### config.mk
export PLATFORM = sky130hd
export DESIGN_NAME = fp_mul_pipe
export DESIGN_NICKNAME = d
export VERILOG_FILES = /design/src/rtl/fp_pkg.sv /design/src/rtl/fp_unpack.sv /design/src/rtl/fp_mul_pipe.sv
export SDC_FILE = /design/constraint.sdc
export NUM_CORES = 2
export LEC_CHECK = 0
export ABC_AREA = 1
export ABC_CLOCK_PERIOD_IN_PS = 7200
export BUFFER_PORTS_ARGS = -buffer_cell sky130_fd_sc_hd__buf_2
export CELL_PAD_IN_SITES_DETAIL_PLACEMENT = 0
export CELL_PAD_IN_SITES_GLOBAL_PLACEMENT = 1
export CORE_MARGIN = 2
export CORE_UTILIZATION = 49
export DETAILED_ROUTE_END_ITERATION = 10
export PLACE_DENSITY_LB_ADDON = 0.1
export SYNTH_ARGS = -nofsm -noshare
export SYNTH_HDL_FRONTEND = slang
export SYNTH_SLANG_ARGS = --single-unit
### constraint.sdc
create_clock -name clk -period 7.2 [get_ports clk]
set_input_delay 0.72 -clock clk [delete_from_list [all_inputs] [get_ports clk]]
set_output_delay 0.72 -clock clk [all_outputs]
set_load 0.03 [all_outputs]
### src/rtl/fp_pkg.sv
// Shared floating-point definitions for the CNN datapath multiplier and adder.
package fp_pkg;

  localparam int FP_EXPONENT_WIDTH = 8;
  localparam int FP_MANTISSA_WIDTH = 23;
  localparam int FP_W              = 1 + FP_EXPONENT_WIDTH + FP_MANTISSA_WIDTH;
  localparam int FP_BIAS           = (1 << (FP_EXPONENT_WIDTH - 1)) - 1;
  localparam int FP_EMAX           = (1 << FP_EXPONENT_WIDTH) - 1;

  // Operand class. ZERO is encoded as 0 so a cleared pipeline register
  // naturally reads back as a +0 result.
  typedef enum logic [1:0] {
    FP_ZERO   = 2'd0,
    FP_NORMAL = 2'd1,
    FP_INF    = 2'd2,
    FP_NAN    = 2'd3
  } fp_class_t;

  // Canonical quiet NaN for the default format: sign 0, exponent all ones,
  // fraction MSB set.
  localparam logic [FP_W-1:0] FP_CANON_NAN =
    {1'b0, {FP_EXPONENT_WIDTH{1'b1}}, 1'b1, {(FP_MANTISSA_WIDTH-1){1'b0}}};

  // Width-independent classification from three summary bits of an operand.
  // Subnormals (exponent 0, fraction nonzero) are flushed to ZERO.
  function automatic fp_class_t fp_classify(input logic exp_zero,
                                            input logic exp_max,
                                            input logic frac_nz);
    fp_class_t cls;
    if (exp_zero)      cls = FP_ZERO;
    else if (exp_max)  cls = frac_nz ? FP_NAN : FP_INF;
    else               cls = FP_NORMAL;
    return cls;
  endfunction

endpackage

### src/rtl/fp_unpack.sv
// Combinational unpack of a packed operand into sign, exponent, significand
// (with hidden bit) and class.
module fp_unpack
  import fp_pkg::*;
#(
  parameter int EXPONENT_WIDTH = FP_EXPONENT_WIDTH,
  parameter int MANTISSA_WIDTH = FP_MANTISSA_WIDTH
) (
  input  logic [EXPONENT_WIDTH+MANTISSA_WIDTH:0] op,
  output logic                                   sign,
  output logic [EXPONENT_WIDTH-1:0]              exponent,
  output logic [MANTISSA_WIDTH:0]                significand,
  output fp_class_t                              cls
);

  logic [MANTISSA_WIDTH-1:0] frac;

  // Field split and classification; non-normal operands carry a zero significand.
  always_comb begin
    sign        = op[EXPONENT_WIDTH+MANTISSA_WIDTH];
    exponent    = op[EXPONENT_WIDTH+MANTISSA_WIDTH-1 -: EXPONENT_WIDTH];
    frac        = op[MANTISSA_WIDTH-1:0];
    cls         = fp_classify(exponent == '0, &exponent, |frac);
    significand = (cls == FP_NORMAL) ? {1'b1, frac} : '0;
  end

endmodule

### src/rtl/fp_mul_pipe.sv
// Three-stage truncating floating-point multiplier (flush-to-zero).
//
// Handshake: no backpressure. A pair is taken on every rising edge where
// in_valid=1; its result is presented with out_valid=1 on the outputs after
// the third rising edge counting the sampling edge. Results keep input order.
// Field outputs are meaningful only while out_valid=1, except right after
// reset where they read as zero.
module fp_mul_pipe
  import fp_pkg::*;
#(
  parameter int EXPONENT_WIDTH = FP_EXPONENT_WIDTH,
  parameter int MANTISSA_WIDTH = FP_MANTISSA_WIDTH
) (
  input  logic                                   clk,
  input  logic                                   reset,
  input  logic                                   in_valid,
  input  logic [EXPONENT_WIDTH+MANTISSA_WIDTH:0] A_FP,
  input  logic [EXPONENT_WIDTH+MANTISSA_WIDTH:0] B_FP,
  output logic                                   out_valid,
  output logic                                   sign,
  output logic [EXPONENT_WIDTH-1:0]              exponent,
  output logic [MANTISSA_WIDTH-1:0]              mantissa
);

  localparam int BIAS = (1 << (EXPONENT_WIDTH - 1)) - 1;
  localparam int EMAX = (1 << EXPONENT_WIDTH) - 1;
  localparam int EXW  = EXPONENT_WIDTH + 2;       // signed exponent arithmetic width
  localparam int PW   = 2 * (MANTISSA_WIDTH + 1); // full significand product width

  localparam logic signed [EXW-1:0] BIAS_X = EXW'(BIAS);
  localparam logic signed [EXW-1:0] EMAX_X = EXW'(EMAX);
  localparam logic signed [EXW-1:0] ONE_X  = EXW'(1);
  localparam logic signed [EXW-1:0] ZERO_X = '0;

  // Unpacked operands
  logic                      ua_sign, ub_sign;
  logic [EXPONENT_WIDTH-1:0] ua_exp, ub_exp;
  logic [MANTISSA_WIDTH:0]   ua_sig, ub_sig;
  fp_class_t                 ua_cls, ub_cls;

  fp_unpack #(.EXPONENT_WIDTH(EXPONENT_WIDTH), .MANTISSA_WIDTH(MANTISSA_WIDTH)) u_unpack_a (
    .op(A_FP), .sign(ua_sign), .exponent(ua_exp), .significand(ua_sig), .cls(ua_cls)
  );

  fp_unpack #(.EXPONENT_WIDTH(EXPONENT_WIDTH), .MANTISSA_WIDTH(MANTISSA_WIDTH)) u_unpack_b (
    .op(B_FP), .sign(ub_sign), .exponent(ub_exp), .significand(ub_sig), .cls(ub_cls)
  );

  // Pipeline state
  logic [2:0]              valid_sr;
  logic                    s1_sign;
  logic signed [EXW-1:0]   s1_exp_sum;
  logic [MANTISSA_WIDTH:0] s1_sig_a, s1_sig_b;
  fp_class_t               s1_cls_a, s1_cls_b;
  logic                    s2_sign;
  logic signed [EXW-1:0]   s2_exp;
  logic [PW-1:0]           s2_prod;
  fp_class_t               s2_cls;

  // Combinational helpers
  fp_class_t                 pair_cls;
  logic [PW-1:0]             norm;
  logic [MANTISSA_WIDTH-1:0] frac_n;
  logic signed [EXW-1:0]     exp_n;
  logic                      res_sign;
  logic [EXPONENT_WIDTH-1:0] res_exp;
  logic [MANTISSA_WIDTH-1:0] res_mant;
  logic                      unused_norm_bits;

  // Valid bit shift register; out_valid is its last tap.
  always_ff @(posedge clk) begin
    if (reset) valid_sr <= '0;
    else       valid_sr <= {valid_sr[1:0], in_valid};
  end

  assign out_valid = valid_sr[2];

  // Stage 1: register sign, widened exponent sum, significands and classes.
  always_ff @(posedge clk) begin
    if (reset) begin
      s1_sign    <= 1'b0;
      s1_exp_sum <= '0;
      s1_sig_a   <= '0;
      s1_sig_b   <= '0;
      s1_cls_a   <= FP_ZERO;
      s1_cls_b   <= FP_ZERO;
    end else begin
      s1_sign    <= ua_sign ^ ub_sign;
      s1_exp_sum <= $signed({2'b00, ua_exp}) + $signed({2'b00, ub_exp});
      s1_sig_a   <= ua_sig;
      s1_sig_b   <= ub_sig;
      s1_cls_a   <= ua_cls;
      s1_cls_b   <= ub_cls;
    end
  end

  // Special-case resolution for the pair, highest precedence first.
  always_comb begin
    pair_cls = FP_NORMAL;
    if (s1_cls_a == FP_NAN || s1_cls_b == FP_NAN ||
        (s1_cls_a == FP_INF && s1_cls_b == FP_ZERO) ||
        (s1_cls_a == FP_ZERO && s1_cls_b == FP_INF))
      pair_cls = FP_NAN;
    else if (s1_cls_a == FP_INF || s1_cls_b == FP_INF)
      pair_cls = FP_INF;
    else if (s1_cls_a == FP_ZERO || s1_cls_b == FP_ZERO)
      pair_cls = FP_ZERO;
  end

  // Stage 2: register the full significand product and the unbiased-once exponent.
  always_ff @(posedge clk) begin
    if (reset) begin
      s2_sign <= 1'b0;
      s2_exp  <= '0;
      s2_prod <= '0;
      s2_cls  <= FP_ZERO;
    end else begin
      s2_sign <= s1_sign;
      s2_exp  <= s1_exp_sum - BIAS_X;
      s2_prod <= PW'(s1_sig_a) * PW'(s1_sig_b);
      s2_cls  <= pair_cls;
    end
  end

  // Normalise by at most one position and pack, with overflow/underflow saturation.
  always_comb begin
    norm             = s2_prod[PW-1] ? s2_prod : (s2_prod << 1);
    frac_n           = norm[PW-2 -: MANTISSA_WIDTH];
    exp_n            = s2_exp + (s2_prod[PW-1] ? ONE_X : ZERO_X);
    unused_norm_bits = ^{norm[PW-1], norm[PW-MANTISSA_WIDTH-2:0]};
    res_sign         = s2_sign;
    res_exp          = '0;
    res_mant         = '0;
    case (s2_cls)
      FP_NAN: begin
        res_sign = 1'b0;
        res_exp  = '1;
        res_mant = {1'b1, {(MANTISSA_WIDTH-1){1'b0}}};
      end
      FP_INF:  res_exp = '1;
      FP_ZERO: res_exp = '0;
      default: begin
        if (exp_n >= EMAX_X) begin
          res_exp = '1;
        end else if (exp_n > ZERO_X) begin
          res_exp  = exp_n[EXPONENT_WIDTH-1:0];
          res_mant = frac_n;
        end
      end
    endcase
  end

  // Stage 3: output registers.
  always_ff @(posedge clk) begin
    if (reset) begin
      sign     <= 1'b0;
      exponent <= '0;
      mantissa <= '0;
    end else begin
      sign     <= res_sign;
      exponent <= res_exp;
      mantissa <= res_mant;
    end
  end

endmodule

==> impl_results.md <==
* Status: completed
* TNS Setup at 0 ps
* Cell variety after synth at 41
* CTS H-tree lvls at 4
* Max-slew violations at 0
* Final wirelength at approximately 70000 um
* Finished Layout Cells at 4016
* Diodes inserted at 0
* Fmax at 146 MHz
* Most frequent cells in the layout: inv_1 (969), nand2_1 (809), fa_1 (482)
* FF+latch count, synth at 135
* Hold WC Path Type: flop to flop
* FF-to-FF setup slack at between 300 and 400 ps
* RSZ-0062 raised after global routing: no
* Hold Buf Count CTS at 0
* Combinational share of power at 0.665
* CTS max path bufs at 2
* Clock Skew at 22.5 ps
* Clock latency on the worst-skew pair at 490 ps
* Mapped Avg Cell Area at 7.55 um^2
* Setup crit start kind: flop
* Fillers at 4852
* Final setup violation count at 0
* Starting Density at 0.498
* Worst setup EP type: flop
* Reg area at 2710 um^2
* Syn nets at 3972
* Root buf cell: clkbuf_16
* DR DRC count at 0
* Share of power burned in registers at 0.159
* Peak VDD IR at approximately 0.00022 V
* Fraction of layout cells with a size suffix above 1 at 0.0773
* Congestion Overflow GR at 0
* Vias in the first global route at 21194
* Post-Synthesis Cell Area at approximately 24000 um^2
* Largest net degree at the start of global routing at 40
* WP buf/inv at 8
* CP max FO at 11
* Synth-to-Final Area Change at 9.26%
* Final Net Count at 4069
* I/O pin count at 100
* FP Rows at 81
* Initial antenna violation count at 0
* MaxCap Viol Count at 0
* CP Cell Sequence: nand2_1 -> fa_1 -> inv_1 -> fa_1 -> inv_1 -> fa_1 -> fa_1 -> inv_1 -> fa_1 -> fa_1 -> inv_1 -> fa_1 -> inv_1 -> ha_1 -> buf_4 -> nand2_1 -> nor2_1 -> inv_1 -> nor4_2 -> nand2_1 -> nand3_1 -> o21ai_0 -> a21oi_1 -> buf_4
* DR pass1 iterations at 5
* Final Power at ~0.0057 W
* P_leak at about 16 nW
* Die Ht at 227 um
* CP top delay family: adder cells
* Cell-internal power at ~0.0028 W
* GRT Overall Usage at 0.294
* Req. time, crit path at approximately 7600 ps
* Die area at ~52000 um^2
* Sw Ratio at 0.519
* Routed Antenna Nets at 0
* Crit path DAT at 7270 ps
* Power per cell area at approximately 210 nW/um^2
* Clk sinks at 135
* Multi-input logic area at 17700 um^2
* Placer Congestion at 0.915
* Ys Warns at 0
* Initial DRC count at 1186
* Wire per inst at ~18 um
* # Post-CTS Setup Buffers at 0
* Most common cell after layout, fill and taps aside: inv_1
* Most used cell, CP: fa_1
* Crit Path Category: flop to flop
* Mapped Cells at 3242
* DP Cell Count at about 4000
* Clk slew on worst S/H paths at 60 ps
* DP HPWL at 60800 um
* Minimum clock period at 6850 ps
* Avg Vias per Cell at 4.96
* Clock power frac at 0.176
* Fin. Hold Viols at 0
* First-pass GRT wire length at 115000 um
* Slowest stage delay, CP at 740 ps
* CTS tree: built
* P_sw at ~0.0030 W
* Placeable Area at a little under 50000 um^2
* CP max-delay cell: dfxtp_1
* Period utilization at 0.951
* Actual slew at the worst max-slew pin at 1070 ps
* IO buf count at 99
* Slew headroom at 0.279
* Routed vias at between 15000 and 20000
* Register area share after synthesis at 0.110
* Die width at 227 um
* Cts bufs inserted at 17
[cells by family after synthesis]
logic type	share of synthesized area
AO/OA/AOI/OAI	0.0447
XOR/XNOR	0.00424
adder cells (fa/ha/maj)	0.487
buffers and inverters	0.167
flip-flops	0.110
multiplexers	0.000409
AND/OR/NAND/NOR	0.187
[timing repair]
item,4_1_cts,5_1_grt
endpoints found under the hold margin,0,0
resized for setup,0,9
setup endpoints to repair,0,7
[worst reg2reg max path: cells and delay by family, from the launching register on]
kind	cells	cell delay [ps]
compound gates	2	440
fa+ha+maj	8	3870
buf+inv	8	720
flops	1	740
simple gates	6	1020
[metrics by stage]
step | area [um^2] | util | setup slack, ps | hold WS (ps)
after floorplan | 24500 | - | 1320 | 388
after global placement | 26100 | 0.531 | 216 | 395
after detailed placement | 26100 | 0.531 | 242 | 395
after CTS | 26700 | 0.544 | 171 | 404
after global routing | 26700 | 0.544 | 30.8 | 427
final | 26700 | 0.544 | 354 | 401
[path summary, 6_finish.rpt]
kind / from / cells after the start / end
setup / recovery: s1_sig_b[5]$_SDFF_PP0_ / 24 / s2_prod[25]$_SDFF_PP0_
hold / removal: s1_sign$_SDFF_PP0_ / 2 / s2_sign$_SDFF_PP0_
setup reg to reg: s1_sig_b[5]$_SDFF_PP0_ / 24 / s2_prod[25]$_SDFF_PP0_
hold reg to reg: s1_sign$_SDFF_PP0_ / 2 / s2_sign$_SDFF_PP0_
[registers in the layout, summed over array words and instances (netlist names)]
register    cells
s1_cls_a        2
s2_exp         10
exponent        8
s1_cls_b        2
valid_sr        3
s1_exp_sum      9
s1_sign         1
s2_cls          2
s1_sig_a       24
sign            1
s2_prod        25
s1_sig_b       24
mantissa       23
s2_sign         1
[power by group through the flow]
stage                     logic (W)  registers, W  clock network [W]
after floorplan             0.00235      0.000890                  0
after global placement      0.00379      0.000925                  0
after detailed placement    0.00376      0.000926                  0
after CTS                   0.00382      0.000912            0.00103
after global routing        0.00428      0.000921            0.00105
final                       0.00381      0.000912            0.00101
[cell type report]
cell class,count,share of cell area
multi-input combinational,2026,0.662
inverter,969,0.136
sequential,135,0.101
timing repair buffer,190,0.0460
tap,664,0.0311
clock buffer,19,0.0169
clock inverter,13,0.00678
[metal layers]
layer	up-vias	routed length, um	GRT usage
met5	-	0	0
met4	0	1810	0.0898
met3	101	4730	0.0632
met2	563	32400	0.465
met1	9845	31700	0.405
li1	9410	-	-
[cells in the mapped netlist]
master    number  area [um^2]
ha_1         181         2260
o21ai_2        1         8.76
nor2_4         1         11.3
a21o_1        10         75.1
inv_1        969         3640
nand2_4        1         11.3
nor2_2        12         75.1
nand3_2        2         20.0
xnor2_1        4         35.0
o21bai_1       7         52.6
nand4_1       10         62.6
nand2_2        6         37.5
o311ai_0       1         8.76
buf_6          1         11.3
nor2_1       219          822
clkbuf_1     105          394
and3_1         1         6.26
nand3_1       51          255
mux2i_1        1         10.0
buf_2          4         20.0
dfxtp_1      135         2700
a21oi_1       93          465
and2_1         2         12.5
nor4b_1        1         8.76
o21a_1         6         45.0
a21boi_0       1         7.51
a31oi_1        1         6.26
buf_8          1         15.0
nor4_1        16          100
a211oi_1       2         15.0
nor3_1        16         80.1
xor2_1         6         52.6
nand4_4        1         21.3
o21ai_0       77          385
nand2_1      809         3040
o211ai_1       1         7.51
buf_1          1         3.75
or2_2          1         6.26
fa_1         482         9650
xor2_2         1         16.3
a31o_2         2         17.5
(Power assumes the default switching activity.)
